$ cat src/rtl/fuel_pkg.sv
// Shared types and seven-segment constants for the BCD fuel meter.
// Segment codes are active-high in gfedcba bit order.
package fuel_pkg;

  typedef enum logic [1:0] {
    ST_IDLE,
    ST_RUN,
    ST_PAUSE,
    ST_DONE
  } fuel_state_t;

  localparam logic [6:0] SEG_0     = 7'h3F;
  localparam logic [6:0] SEG_1     = 7'h06;
  localparam logic [6:0] SEG_2     = 7'h5B;
  localparam logic [6:0] SEG_3     = 7'h4F;
  localparam logic [6:0] SEG_4     = 7'h66;
  localparam logic [6:0] SEG_5     = 7'h6D;
  localparam logic [6:0] SEG_6     = 7'h7D;
  localparam logic [6:0] SEG_7     = 7'h07;
  localparam logic [6:0] SEG_8     = 7'h7F;
  localparam logic [6:0] SEG_9     = 7'h6F;
  localparam logic [6:0] SEG_BLANK = 7'h00;

  // Non-decimal nibbles show nothing rather than a misleading glyph.
  function automatic logic [6:0] seg_code(input logic [3:0] digit);
    case (digit)
      4'd0:    seg_code = SEG_0;
      4'd1:    seg_code = SEG_1;
      4'd2:    seg_code = SEG_2;
      4'd3:    seg_code = SEG_3;
      4'd4:    seg_code = SEG_4;
      4'd5:    seg_code = SEG_5;
      4'd6:    seg_code = SEG_6;
      4'd7:    seg_code = SEG_7;
      4'd8:    seg_code = SEG_8;
      4'd9:    seg_code = SEG_9;
      default: seg_code = SEG_BLANK;
    endcase
  endfunction

endpackage

$ cat src/rtl/bcd_seg7.sv
// Purely combinational single-digit BCD to seven-segment decoder with blanking.
module bcd_seg7
  import fuel_pkg::*;
(
  input  logic [3:0] digit,
  input  logic       blank,
  output logic [6:0] seg
);

  always_comb begin
    seg = blank ? SEG_BLANK : seg_code(digit);
  end

endmodule

$ cat src/rtl/fuel_meter_bcd.sv
// Fuel pump cost meter: counts a BCD value up to a latched target at a
// prescaled rate, with pause/abort control and a leading-zero-blanked display.
module fuel_meter_bcd
  import fuel_pkg::*;
#(
  parameter int N_DIGITS = 3,
  parameter int TICK_DIV = 4
) (
  input  logic                  clk,
  input  logic                  reset_n,
  input  logic                  start,
  input  logic                  abort,
  input  logic                  pause,
  input  logic                  blank_lz,
  input  logic [4*N_DIGITS-1:0] target_bcd,
  output logic [4*N_DIGITS-1:0] count_bcd,
  output logic [7*N_DIGITS-1:0] seg,
  output logic                  busy,
  output logic                  done,
  output logic                  err
);

  localparam int         W         = 4 * N_DIGITS;
  localparam logic [7:0] TICK_LAST = 8'(TICK_DIV - 1);

  fuel_state_t    state, state_next;
  logic [W-1:0]   count, count_next, count_inc;
  logic [W-1:0]   target_q, target_next;
  logic [7:0]     presc, presc_next;
  logic           err_q, err_next;
  logic           target_valid;
  logic [N_DIGITS-1:0] blank_vec;

  always_ff @(posedge clk) begin
    if (!reset_n) begin
      state    <= ST_IDLE;
      count    <= '0;
      target_q <= '0;
      presc    <= '0;
      err_q    <= 1'b0;
    end else begin
      state    <= state_next;
      count    <= count_next;
      target_q <= target_next;
      presc    <= presc_next;
      err_q    <= err_next;
    end
  end

  always_comb begin
    target_valid = 1'b1;
    for (int i = 0; i < N_DIGITS; i++) begin
      if (target_bcd[4*i +: 4] > 4'd9) target_valid = 1'b0;
    end
  end

  // Decimal ripple increment; the all-nines case cannot occur below a valid target.
  always_comb begin
    logic carry;
    carry     = 1'b1;
    count_inc = count;
    for (int i = 0; i < N_DIGITS; i++) begin
      if (carry) begin
        if (count[4*i +: 4] == 4'd9) begin
          count_inc[4*i +: 4] = 4'd0;
        end else begin
          count_inc[4*i +: 4] = count[4*i +: 4] + 4'd1;
          carry               = 1'b0;
        end
      end
    end
  end

  always_comb begin
    state_next  = state;
    count_next  = count;
    target_next = target_q;
    presc_next  = presc;
    err_next    = err_q;
    case (state)
      ST_IDLE, ST_DONE: begin
        if (start) begin
          if (target_valid) begin
            target_next = target_bcd;
            count_next  = '0;
            presc_next  = '0;
            err_next    = 1'b0;
            state_next  = ST_RUN;
          end else begin
            err_next = 1'b1;
          end
        end
      end
      ST_RUN: begin
        if (abort) begin
          state_next = ST_IDLE;
        end else if (count == target_q) begin
          state_next = ST_DONE;
        end else if (pause) begin
          state_next = ST_PAUSE;
        end else if (presc == TICK_LAST) begin
          count_next = count_inc;
          presc_next = '0;
        end else begin
          presc_next = presc + 8'd1;
        end
      end
      ST_PAUSE: begin
        if (abort) begin
          state_next = ST_IDLE;
        end else if (!pause) begin
          state_next = ST_RUN;
        end
      end
      default: state_next = ST_IDLE;
    endcase
  end

  // A digit is blanked only if it and every digit above it are zero.
  always_comb begin
    logic higher_zero;
    higher_zero = 1'b1;
    blank_vec   = '0;
    for (int i = N_DIGITS - 1; i >= 0; i--) begin
      higher_zero  = higher_zero && (count[4*i +: 4] == 4'd0);
      blank_vec[i] = blank_lz && higher_zero && (i != 0);
    end
  end

  for (genvar g = 0; g < N_DIGITS; g++) begin : g_digit
    bcd_seg7 u_seg (
      .digit (count[4*g +: 4]),
      .blank (blank_vec[g]),
      .seg   (seg[7*g +: 7])
    );
  end

  assign count_bcd = count;
  assign err       = err_q;
  assign busy      = (state == ST_RUN) || (state == ST_PAUSE);
  assign done      = (state == ST_DONE);

endmodule

$ cat config.mk
export PLATFORM = sky130hd
export DESIGN_NAME = fuel_meter_bcd
export DESIGN_NICKNAME = d
export VERILOG_FILES = /design/src/rtl/fuel_pkg.sv /design/src/rtl/bcd_seg7.sv /design/src/rtl/fuel_meter_bcd.sv
export SDC_FILE = /design/constraint.sdc
export NUM_CORES = 1
export LEC_CHECK = 0
export CORE_MARGIN = 5
export CORE_UTILIZATION = 49
export CTS_CLUSTER_DIAMETER = 30
export CTS_CLUSTER_SIZE = 25
export DETAILED_ROUTE_END_ITERATION = 16
export GPL_TIMING_DRIVEN = 0
export HOLD_SLACK_MARGIN = 0.03
export PLACE_DENSITY = 0.8
export SETUP_SLACK_MARGIN = 0.4
export SYNTH_ARGS = -nofsm -noshare
export SYNTH_HDL_FRONTEND = slang
export SYNTH_SLANG_ARGS = --single-unit
$ cat constraint.sdc
create_clock -name clk -period 2.9 [get_ports clk]
set_input_delay 0.725 -clock clk [delete_from_list [all_inputs] [get_ports clk]]
set_output_delay 0.725 -clock clk [all_outputs]
set_load 0.02 [all_outputs]
Word-level counts from Yosys, hierarchy flattened
Memory sizes are Yosys's and may differ from the RTL's. A register that Yosys moved wholly into a read port is not among the register bits. Cells that the tools add are included.

Flip-flop bits (word level): 35. Memory bits (read-only): 336. Output and inout bits: 36. Logic and storage cells: 93. Memories kept: 3.

Add/sub/neg operators: 4. $lt $le $gt $ge: 3. Equal/unequal tests: 18. Multiplexer cells: 42. Reduce and logical (&&, ||, !) cells: 16.

Memory list: (no name shown) (depth 16, bits a word 7, rd ports 1, clocked after Yosys merged registers in 1, wr ports 0, RTL line fuel_pkg.sv:26) `case (digit)`; (no name shown) (depth 16, bits a word 7, rd ports 1, clocked after Yosys merged registers in 1, wr ports 0, RTL line fuel_pkg.sv:26); (no name shown) (depth 16, bits a word 7, rd ports 1, clocked after Yosys merged registers in 1, wr ports 0, RTL line fuel_pkg.sv:26).

Operators with widths (number): $mux W12 (6); $mux W8 (6); $mux W4 (11); $pmux W12 S2 (1); $ne A2 B2 Y1 const B (8); $pmux W8 S2 (1); $reduce_and A8 Y1 (2); $mux W2 (7); $mux W7 (2); $add A4 B1 Y4 const B (3); $eq A12 B12 Y1 (1); $eq A4 B4 Y1 const B (3); $gt A4 B4 Y1 const B (3); $add A8 B1 Y8 const B (1); $eq A8 B2 Y1 const B (1); $logic_not A4 Y1 (2); $mux W1 (7); $reduce_and A7 Y1 (1); $pmux W2 S3 (1); $reduce_and A6 Y1 (1); $eq A2 B2 Y1 const B (2); $ne A4 B4 Y1 const B (1); $reduce_and A4 Y1 (1); $logic_and A1 B1 Y1 (3); 8 further kinds (8).

Depth between registers and ports, before layout
Gate-level depths: netlist of the first run.

Word-level depth: 11. Depth in mapped cells: 14. Depth with buffers taken out: 13.

Cells and area by module
A second synthesis of the first run with hierarchy kept.

Cell total of the unflattened synthesis: 349. Area, all modules: 2919.0 sq um.

Modules (own cells, without submodules): fuel_meter_bcd (instances 1, cells an instance 256, area an instance 2228.4 sq um, seq. area each 700.7 sq um); bcd_seg7 (instances 3, cells an instance 31, area an instance 230.2 sq um, seq. area each 0.0 sq um).

Least setup slack after synthesis of the first run
Ideal clock, no wire load.

Kind: register -> register. Start point: reg count[5], in the netlist count_bcd[5]. End point: reg (tool-made name). Library setup time: 0.114 ns. Data arrival time: 2.746 ns. Path slack: 0.040 ns. Cell stages (with the launch flop): 13. Path buffers: 1. Clock period less this slack: 2.860 ns. Cells stage by stage: dfxtp_1 -> inv_1 -> ha_1 -> and4b_1 -> a32o_1 -> and4b_1 -> and2_1 -> buf_2 -> o32ai_2 -> inv_1 -> ha_1 -> o21a_1 -> a21o_1.

RTL lines: start, declared (RTL line fuel_meter_bcd.sv:27) `logic [W-1:0] count, count_next, count_inc;`; start signal, assigned (RTL line fuel_meter_bcd.sv:43) `count <= count_next;`.

==> results of run 1 <==
final timing paths:
path / startpoint / to / slack, ns / cells past startpoint
worst min register to register: target_q[8] / target_q[8] / 0.53 / 2
worst max register to register: count_bcd[11] / flop / 0.24 / 12
worst min-delay path: target_q[8] / target_q[8] / 0.53 / 2
worst max-delay path: count_bcd[11] / flop / 0.24 / 12
area by class of cell:
class                      instances  area (sq um)
tap                               80           100
inverter                          25           110
buffer                            10          62.6
multi-input combinational        272          2430
clock buffer                       5          68.8
sequential                        56          1150
timing repair buffer              93           796
clock inverter                     3          42.5
fill                             462          1960
worst max-delay path, cell delays in order, from the launching register on:
cell and delay (ns):
dfxtp_2 0.45, xor2_1 0.17, nor4_4 0.45, nand4_1 0.21, and2_4 0.21, buf_6 0.13
mux2i_2 0.17, and2_4 0.20, buf_6 0.12, inv_8 0.04, ha_4 0.14, o22ai_2 0.15
mux2i_1 0.11
synthesized netlist by cell type (all sizes together), types with 7 or more instances:
cell   instances
o21ai          9
inv           24
a21oi         10
nor2          31
nor4           7
nand2         27
ha            30
mux2i         23
o21a           8
and2          15
nand3         13
dfxtp         56
xor2          16
nor2b         10
routing by layer:
metal,up-vias,GRT usage [%],share of wire (%)
met3,14,3.25,4.5
met1,1454,23.6,43
met4,0,7.30,1.6
met2,79,35.5,50
met5,-,0,0
li1,1459,-,-
metrics by stage:
stage | hold slack (ns) | cell area [sq um] | util [%] | cells | worst slack, ns
3_5_place_dp | 0.517 | 4050 | 60.2 | 495 | -1.36
4_1_cts | 0.534 | 4580 | 68.2 | 534 | 0.293
6_report | 0.529 | 4760 | 70.8 | 544 | 0.236
2_1_floorplan | 0.484 | 3420 | - | 363 | 0.184
5_1_grt | 0.544 | 4760 | 70.8 | 544 | 0.127
3_3_place_gp | 0.502 | 4050 | 60.2 | 495 | -1.35
power groups by stage:
| stage | logic (W) | clock network, W | registers [W] |
|---|---|---|---|
| 2_1_floorplan | 0.000516 | 0 | 0.000857 |
| 3_3_place_gp | 0.000714 | 0 | 0.000855 |
| 3_5_place_dp | 0.000730 | 0 | 0.000857 |
| 4_1_cts | 0.000932 | 0.000523 | 0.000849 |
| 5_1_grt | 0.00107 | 0.000558 | 0.000855 |
| 6_report | 0.00100 | 0.000514 | 0.000850 |
timing repair:
action | in CTS | in global routing
hold endpoints to repair | 0 | 0
gates resized for setup | 131 | 32
setup endpoints to repair | 45 | 35
buffers inserted | 31 | 10
gates cloned | 0 | 0
pin swaps | 26 | 13
cell families after synthesis:
kind of cell             Yosys count  share of synthesized area [%]
AO/OA/AOI/OAI                     61                           15.1
XOR/XNOR                          22                           5.77
adder cells (fa/ha/maj)           30                           11.2
buffers and inverters             35                           4.04
flip-flops                        56                           33.5
multiplexers                      26                           8.12
AND/OR/NAND/NOR                  133                           22.2
==> results.md, run 1 <==
* Status: finished clean
* Core footprint at 6720 sq um
* Routed WL at 8930 um
* Fmax at 375 MHz
* Synth Register Bits at 56
* DP Wirelength at 5530 um
* Commonest cells after routing, fill and taps aside: dfxtp_1, buf_4, nor2_1
* Avg WL per Cell at 16.4 um
* Max Slew Vio Count at 0
* Sequential share of the synthesized area at 33.5%
* IO Count at 54
* Post-synth top area share at 33.5%
* Final layout net count at 511
* Final hold violation count at 0
* Most common cell after layout, fill and taps aside: dfxtp_1
* Switching Fraction at 35.9%
* Total chip power at 0.00237 W
* CTS Hold Bufs at 0
* Root buf cell: clkbuf_8
* Clock Power Share at 21.7%
* Grt ovf at 0
* WP data required at 3.10 ns
* Final Skew at 0.00681 ns
* Sequential share of power at 35.9%
* Final Critical Period at 2.66 ns
* Final setup viols at 0
* First-pass GRT wire length at 13800 um
* Least-Margin Pin Slew at 0.642 ns
* Synth Cell Area at 3340 sq um
* VDD IR-drop max at 328 uV
* Internal power at 0.00152 W
* Worst EP arrival at 2.86 ns
* Comb power frac at 42.4%
* DRT antenna net count at 0
* IO buf count at 52
* Period utilization at 91.9%
* Clock sink total at 56
* Fraction of layout instances using a drive strength above 1 at 34.5%
* Clock Latency Late Sink at 0.31 ns
* Yosys warnings at 0
* Rows at 30
* Num CTS Buffers at 5
* Initial antenna violation count at 0
* Area Growth Syn to Fin at 42.3%
* Avg Vias per Cell at 5.53
* Total Routing Usage GR at 19.8%
* Largest net degree at the start of global routing at 18
* Setup crit end kind: flop
* Residual DRC count at 0
* Yosys top cell by area: dfxtp_1
* Initial Util at 49.7%
* Synthesized area per cell at 9.21 sq um
* Distinct cells, synth at 63
* Synth Instances at 363
* CP startpoint kind: flop
* Min-Delay Path Class: flop to flop
* Vias at 3006
* Dominant synthesized flop cell: dfxtp_1
* EDFF count, synth at 0
* Slew margin rel. at 57.2%
* Vias in the first global route at 2963
* Total negative setup slack at 0 ns
* Leakage at 2.08 nW
* Reg clk slew, reported paths at 0.10 ns
* DR iter-0 viols at 149
* Pre-Repair DR Iteration Count at 4
* P_sw at 0.000851 W
* Placer Congestion at 0.875
* Max Cap Viol at 0
* Diodes inserted at 0
* Top post-synthesis cells by area: dfxtp_1, ha_1, mux2i_1
* CTS tree: yes
* Die extent in y at 92.6 um
* Die Area at 8570 sq um
* RSZ-0062 raised after global routing: yes
* Crit-path max FO at 6
* Die W at 92.6 um
* H-tree levels at 2
* Pwr dens at 498 nW/um^2
* Syn nets at 411
* CP Class: flop to flop
* Post-synth ARST share at 0%
* CTS Buffer Depth at 2
Note: power is estimated with default switching activity, not from simulation.
==> inputs of run 2 (changes only) <==
--- a/config.mk
+++ b/config.mk
@@ -5,6 +5,7 @@
 export SDC_FILE = /design/constraint.sdc
 export NUM_CORES = 1
 export LEC_CHECK = 0
+export CORE_ASPECT_RATIO = 0.9
 export CORE_MARGIN = 5
 export CORE_UTILIZATION = 49
 export CTS_CLUSTER_DIAMETER = 30
@@ -14,6 +15,7 @@
 export HOLD_SLACK_MARGIN = 0.03
 export PLACE_DENSITY = 0.8
 export SETUP_SLACK_MARGIN = 0.4
+export SLEW_MARGIN = 20
 export SYNTH_ARGS = -nofsm -noshare
 export SYNTH_HDL_FRONTEND = slang
 export SYNTH_SLANG_ARGS = --single-unit
==> results.md, run 2 (synthesis gave the netlist of run 1 again) <==
* Status: finished clean
* Die extent in y at 88.3 um
* Final layout net count at 521
* FF/Latch Area at 1140 sq um
* CP Class: primary input to flop
* Largest net degree at the start of global routing at 16
* DR iter-0 viols at 160
* DRT antenna net count at 0
* Hold path startpoint: target_q[6]
* Num CTS Buffers at 5
* Total Routing Usage GR at 22.4%
* CTS tree: yes
* Pwr dens at 500 nW/um^2
* Clock sink total at 56
* Area Growth Syn to Fin at 48.3%
* Max Cap Viol at 0
* Die Area at 8570 sq um
* Pre-CTS setup slack at -1.01 ns
* Pre-Repair DR Iteration Count at 4
* Period utilization at 92.5%
* Initial Util at 50.5%
* Met1 WL at 4170 um
* First-pass GRT wire length at 15600 um
* Vias at 3166
* Slew margin rel. at 55.5%
* Critical path's slowest cell: o31ai_4
* Core footprint at 6620 sq um
* Diodes inserted at 0
* Crit-path leading delay family: compound AO/OA/AOI/OAI gates
* Placer Congestion at 0.835
* Setup crit end kind: flop
* CP startpoint kind: primary input
* Avg WL per Cell at 18.0 um
* RSZ-0062 raised after global routing: yes
* Multi-input logic area at 2510 sq um
* VDD IR-drop max at 390 uV
* Final setup viols at 0
* Crit path buf inv count at 2
* Register-to-Register Path Depth at 13
* IO Count at 54
* Fin cells at 563
* Reg-to-Reg Start: state[1]
* Min-Delay Path Class: flop to flop
* Grt ovf at 0
* R2R Setup Slk at 0.24 ns
* Slack of the critical path at 0.216 ns
* CTS Buffer Depth at 2
* Crit-path max FO at 3
* DR top layer: met4
* Fmax at 373 MHz
* Residual DRC count at 0
* Crit-path max cell delay at 0.35 ns
* DP Wirelength at 5800 um
* Initial antenna violation count at 0
* # placed instances at 505
* Hold EP: target_q[6]
* Metal3 WL at 492 um
* Avg Vias per Cell at 5.62
* Total negative setup slack at 0 ns
* CP Cell Sequence: buf_6 > o21a_1 > o31ai_4 > and4b_2 > buf_12 > nand3_4 > mux2i_1 > and2_4 > ha_4 > o21a_1 > a21o_1
* Worst EP arrival at 2.90 ns
* Placed Area at 4060 sq um
* Final Critical Period at 2.68 ns
* Min-Delay Path Depth at 2
* Routed WL at 10100 um
* Die W at 97.1 um
* Least-Margin Pin Slew at 0.668 ns
* Fraction of layout instances using a drive strength above 1 at 39.1%
* Number of fill cells at 406
* WP data required at 3.12 ns
* Rows at 28
* H-tree levels at 2
* Final hold violation count at 0
* Final core utilization at 74.9%
* IO buf count at 52
* Cell mode on critical path: o21a_1
* Max Slew Vio Count at 0
* Leakage at 2.17 nW
* Commonest cells after routing, fill and taps aside: buf_4, dfxtp_1, nor2_1
* Reg clk slew, reported paths at 0.10 ns
* Root buf cell: clkbuf_8
* Clock Latency Late Sink at 0.32 ns
* Post-route cell area at 4960 sq um
* Vias in the first global route at 3237
* Final Skew at 0.00868 ns
* Wire length on met2 at 5060 um
[run 2: changes by cell type in the layout (fill, tap and decap cells not counted), moves of 3 or more]
| cell | previous run | this run |
|---|---|---|
| buf_4 | 38 | 42 |
| ha_1 | 20 | 15 |
| nand2_2 | 3 | 0 |
| and2_1 | 11 | 4 |
| dlygate4sd2_1 | 10 | 4 |
| ha_4 | 8 | 11 |
| and2_4 | 4 | 10 |
| buf_12 | 0 | 3 |
| o22ai_1 | 5 | 2 |
| buf_6 | 7 | 19 |
[run 2: layer usage]
layer | up-vias | track usage (%)
met2 | 120 | 41.4
li1 | 1482 | -
met4 | 0 | 9.95
met3 | 42 | 4.49
met5 | - | 0
met1 | 1522 | 25.3
[run 2: metrics by stage]
stage	total power (W)	hold WS, ns
after floorplan	0.00137	0.484
after global placement	0.00157	0.498
after detailed placement	0.00159	0.509
after CTS	0.00234	0.528
after global routing	0.00258	0.546
final	0.00248	0.530
[run 2: timing repair]
item	4_1_cts	5_1_grt
setup endpoints to repair	54	40
hold buffers	0	0
pin swaps	35	23
resized for setup	169	47
setup buffers	39	12
[run 2: worst max-delay path by stage]
stage / startpoint / end / slack, ns / cells past startpoint
after floorplan: blank_lz / seg[10] / 0.18 / 3
after global placement: blank_lz / seg[9] / -1.37 / 5
after detailed placement: blank_lz / seg[12] / -1.01 / 5
after CTS: state[1] / flop / 0.25 / 12
after global routing: target_bcd[9] / flop / 0.11 / 10
final: target_bcd[9] / flop / 0.22 / 11
[run 2: cell type report]
| class | count | area share, % |
|---|---|---|
| Inverter | 25 | 2.17 |
| Buffer | 10 | 1.39 |
| Multi-Input combinational cell | 272 | 50.6 |
| Clock inverter | 1 | 0.101 |
| Timing Repair Buffer | 103 | 19.0 |
| Tap cell | 90 | 2.27 |
| Clock buffer | 6 | 1.46 |
| Sequential cell | 56 | 23.1 |
[run 2: worst min-delay path: stages, from the launching register on]
cell and delay, ns:
dfxtp_1 0.35, mux2i_1 0.07, nor2_1 0.07
[run 2: report_power, final]
| part | internal (W) | switching, W | leakage (nW) |
|---|---|---|---|
| clock network | 0.000165 | 0.000255 | 0.0410 |
| registers | 0.000814 | 0.0000351 | 0.461 |
| logic | 0.000562 | 0.000648 | 1.66 |
| total | 0.00154 | 0.000938 | 2.17 |
==> inputs of run 3 (changes only) <==
--- a/config.mk
+++ b/config.mk
@@ -7,15 +7,16 @@
 export LEC_CHECK = 0
 export CORE_ASPECT_RATIO = 0.9
 export CORE_MARGIN = 5
-export CORE_UTILIZATION = 49
+export CORE_UTILIZATION = 47
 export CTS_CLUSTER_DIAMETER = 30
 export CTS_CLUSTER_SIZE = 25
 export DETAILED_ROUTE_END_ITERATION = 16
 export GPL_TIMING_DRIVEN = 0
 export HOLD_SLACK_MARGIN = 0.03
-export PLACE_DENSITY = 0.8
+export PLACE_DENSITY = 0.79
 export SETUP_SLACK_MARGIN = 0.4
 export SLEW_MARGIN = 20
 export SYNTH_ARGS = -nofsm -noshare
 export SYNTH_HDL_FRONTEND = slang
+export SYNTH_HIERARCHICAL = 1
 export SYNTH_SLANG_ARGS = --single-unit
==> results.md, run 3 <==
* Status: finished clean
* Pwr dens at 530 nW/um^2
* R2R Setup Slk at 0.54 ns
* Hold EP: presc[2]
* Avg WL per Cell at 15.5 um
* Dominant synthesized flop cell: dfxtp_1
* Fmax at 392 MHz
* Die extent in y at 84.8 um
* Register-to-Register Path Depth at 7
* Total negative setup slack at 0 ns
* Distinct cells, synth at 62
* Min-Delay Path Class: flop to flop
* Total chip power at 0.00211 W
* DP Wirelength at 5530 um
* Least-Margin Pin Slew at 0.701 ns
* Max Slew Vio Count at 0
* Post-route cell area at 3980 sq um
* Setup crit end kind: output pin
* Initial Util at 48.0%
* Num CTS Buffers at 5
* Post-synth ARST share at 0%
* Synth Instances at 349
* Synthesized area per cell at 8.36 sq um
* P_sw at 0.000897 W
* Final layout net count at 489
* Synth Register Bits at 35
* Most common cell after layout, fill and taps aside: nor2_1
* Initial antenna violation count at 0
* Leakage at 1.78 nW
* Max Cap Viol at 0
* EDFF count, synth at 0
* Final Skew at 0.00528 ns
* Placer Congestion at 0.836
* Top cells by count, synth: dfxtp_1, nor2_1, ha_1
* First-pass GRT wire length at 13100 um
* CTS Buffer Depth at 2
* Grt ovf at 0
* Comb power frac at 55.4%
* Sequential share of the synthesized area at 24.0%
* Commonest cells after routing, fill and taps aside: nor2_1, buf_4, dfxtp_1
* CTS tree: yes
* WHS at 0.491 ns
* RSZ-0062 raised after global routing: yes
* Hold path startpoint: presc[2]
* Root buf cell: clkbuf_8
* Top post-synthesis cells by area: dfxtp_1, ha_1, mux2i_1
* Switching Fraction at 42.6%
* Crit-path max FO at 3
* CP Class: flop to output pin
* Diodes inserted at 0
* Avg Vias per Cell at 5.65
* VDD IR-drop max at 424 uV
* Top-count cell post-synth: dfxtp_1
* Total Routing Usage GR at 20.3%
* RR Endpoint: presc[7]
* Pre-Repair DR Iteration Count at 4
* Internal power at 0.00121 W
* Die W at 93.1 um
* Rows at 27
* Yosys warnings at 6
* Final Critical Period at 2.55 ns
* Synth Cell Area at 2920 sq um
* Final hold violation count at 0
* Clock Power Share at 18.9%
* IO buf count at 53
* Sequential share of power at 25.7%
* Area Growth Syn to Fin at 36.3%
* CTS Hold Bufs at 0
* Worst EP arrival at 1.83 ns
* Yosys top cell by area: dfxtp_1
* Min-Delay Path Depth at 2
* Period utilization at 87.9%
* Reg clk slew, reported paths at 0.07 ns
* Post-synth top area share at 24.0%
* Routed WL at 8000 um
* Vias at 2919
* Residual DRC count at 0
* Largest net degree at the start of global routing at 15
* DR iter-0 viols at 189
* Final setup viols at 0
* Reg-to-Reg Start: count_bcd[9]
* Core footprint at 6080 sq um
* Fraction of layout instances using a drive strength above 1 at 23.1%
* IO Count at 54
* CP startpoint kind: flop
* Clock Latency Late Sink at 0.29 ns
* WP data required at 2.17 ns
* Placed Area at 3580 sq um
* H-tree levels at 2
* Slew margin rel. at 52.9%
* DRT antenna net count at 0
* Vias in the first global route at 2747
* Clock sink total at 35
* Die Area at 7890 sq um
==> run 3: cell types whose count changed after synthesis, sizes merged, moves of 5 or more <==
cell and change:
a31oi +5, and2 -12, dfxtp -21, nand2 -7, nand2b +14, o21a -6
o22ai +6, o31ai +5, or2 +8
==> run 3: layout make-up <==
cell class	count	area [sq um]
Buffer	13	82.6
Fill cell	516	2100
Timing Repair Buffer	81	724
Clock buffer	8	100
Inverter	20	80.1
Sequential cell	35	727
Tap cell	72	90.1
Multi-Input combinational cell	288	2180
==> run 3: logic make-up (layout without fill, tap and decap cells) <==
family	after synthesis	count (layout)	synth area share (%)
compound gates	79	79	21.0
xor+xnor	15	15	4.50
fa+ha+maj	27	27	11.6
buf+inv	33	122	5.40
flops	35	35	24.0
mux	19	19	6.52
other cells	1	8	0.128
simple gates	140	140	26.9
==> run 3: power by group through the flow <==
stage	Clock, W	Sequential (W)	Combinational (W)
3_5_place_dp	0	0.000561	0.00104
2_1_floorplan	0	0.000562	0.000722
6_report	0.000399	0.000541	0.00117
5_1_grt	0.000430	0.000546	0.00127
4_1_cts	0.000401	0.000542	0.00108
3_3_place_gp	0	0.000560	0.00101
==> run 3: routing by layer <==
metal	vias up	share of wire [%]	GRT usage [%]
li1	1461	-	-
met1	1363	45	27.2
met2	85	48	33.3
met3	10	5.2	2.78
met4	0	1.6	7.19
met5	-	0	0
==> run 3: worst max path at each step <==
| stage | start | end | slack (ns) | cells after the start |
|---|---|---|---|---|
| detailed placement | blank_lz | seg[7] | -0.67 | 8 |
| finish | count_bcd[9] | seg[7] | 0.35 | 9 |
| global route | count_bcd[6] | seg[7] | 0.29 | 6 |
| CTS | count_bcd[9] | seg[7] | 0.33 | 9 |
| floorplan | count_bcd[9] | seg[10] | 0.41 | 8 |
| global placement | blank_lz | seg[7] | -0.67 | 8 |
==> run 3: worst max-delay path, stage by stage (launching register included) <==
cell	delay, ns
dfxtp_4	0.38
inv_4	0.05
ha_4	0.15
nand2_4	0.06
nor3_4	0.04
and3_4	0.19
or2_4	0.23
a21o_1	0.18
o31ai_2	0.06
buf_4	0.18
==> run 3: repair_timing <==
action                                  4_1_cts  5_1_grt
buffers inserted                             18       10
resized for setup                           103       35
pin swaps                                    10       11
endpoints found under the setup margin       29       29
==> run 3: metrics by stage <==
step,cells,worst slack [ns],util [%]
final,517,0.350,65.5
after global placement,481,-0.665,58.9
after detailed placement,481,-0.673,58.9
after floorplan,356,0.406,-
after global routing,517,0.287,65.5
after CTS,507,0.329,63.6
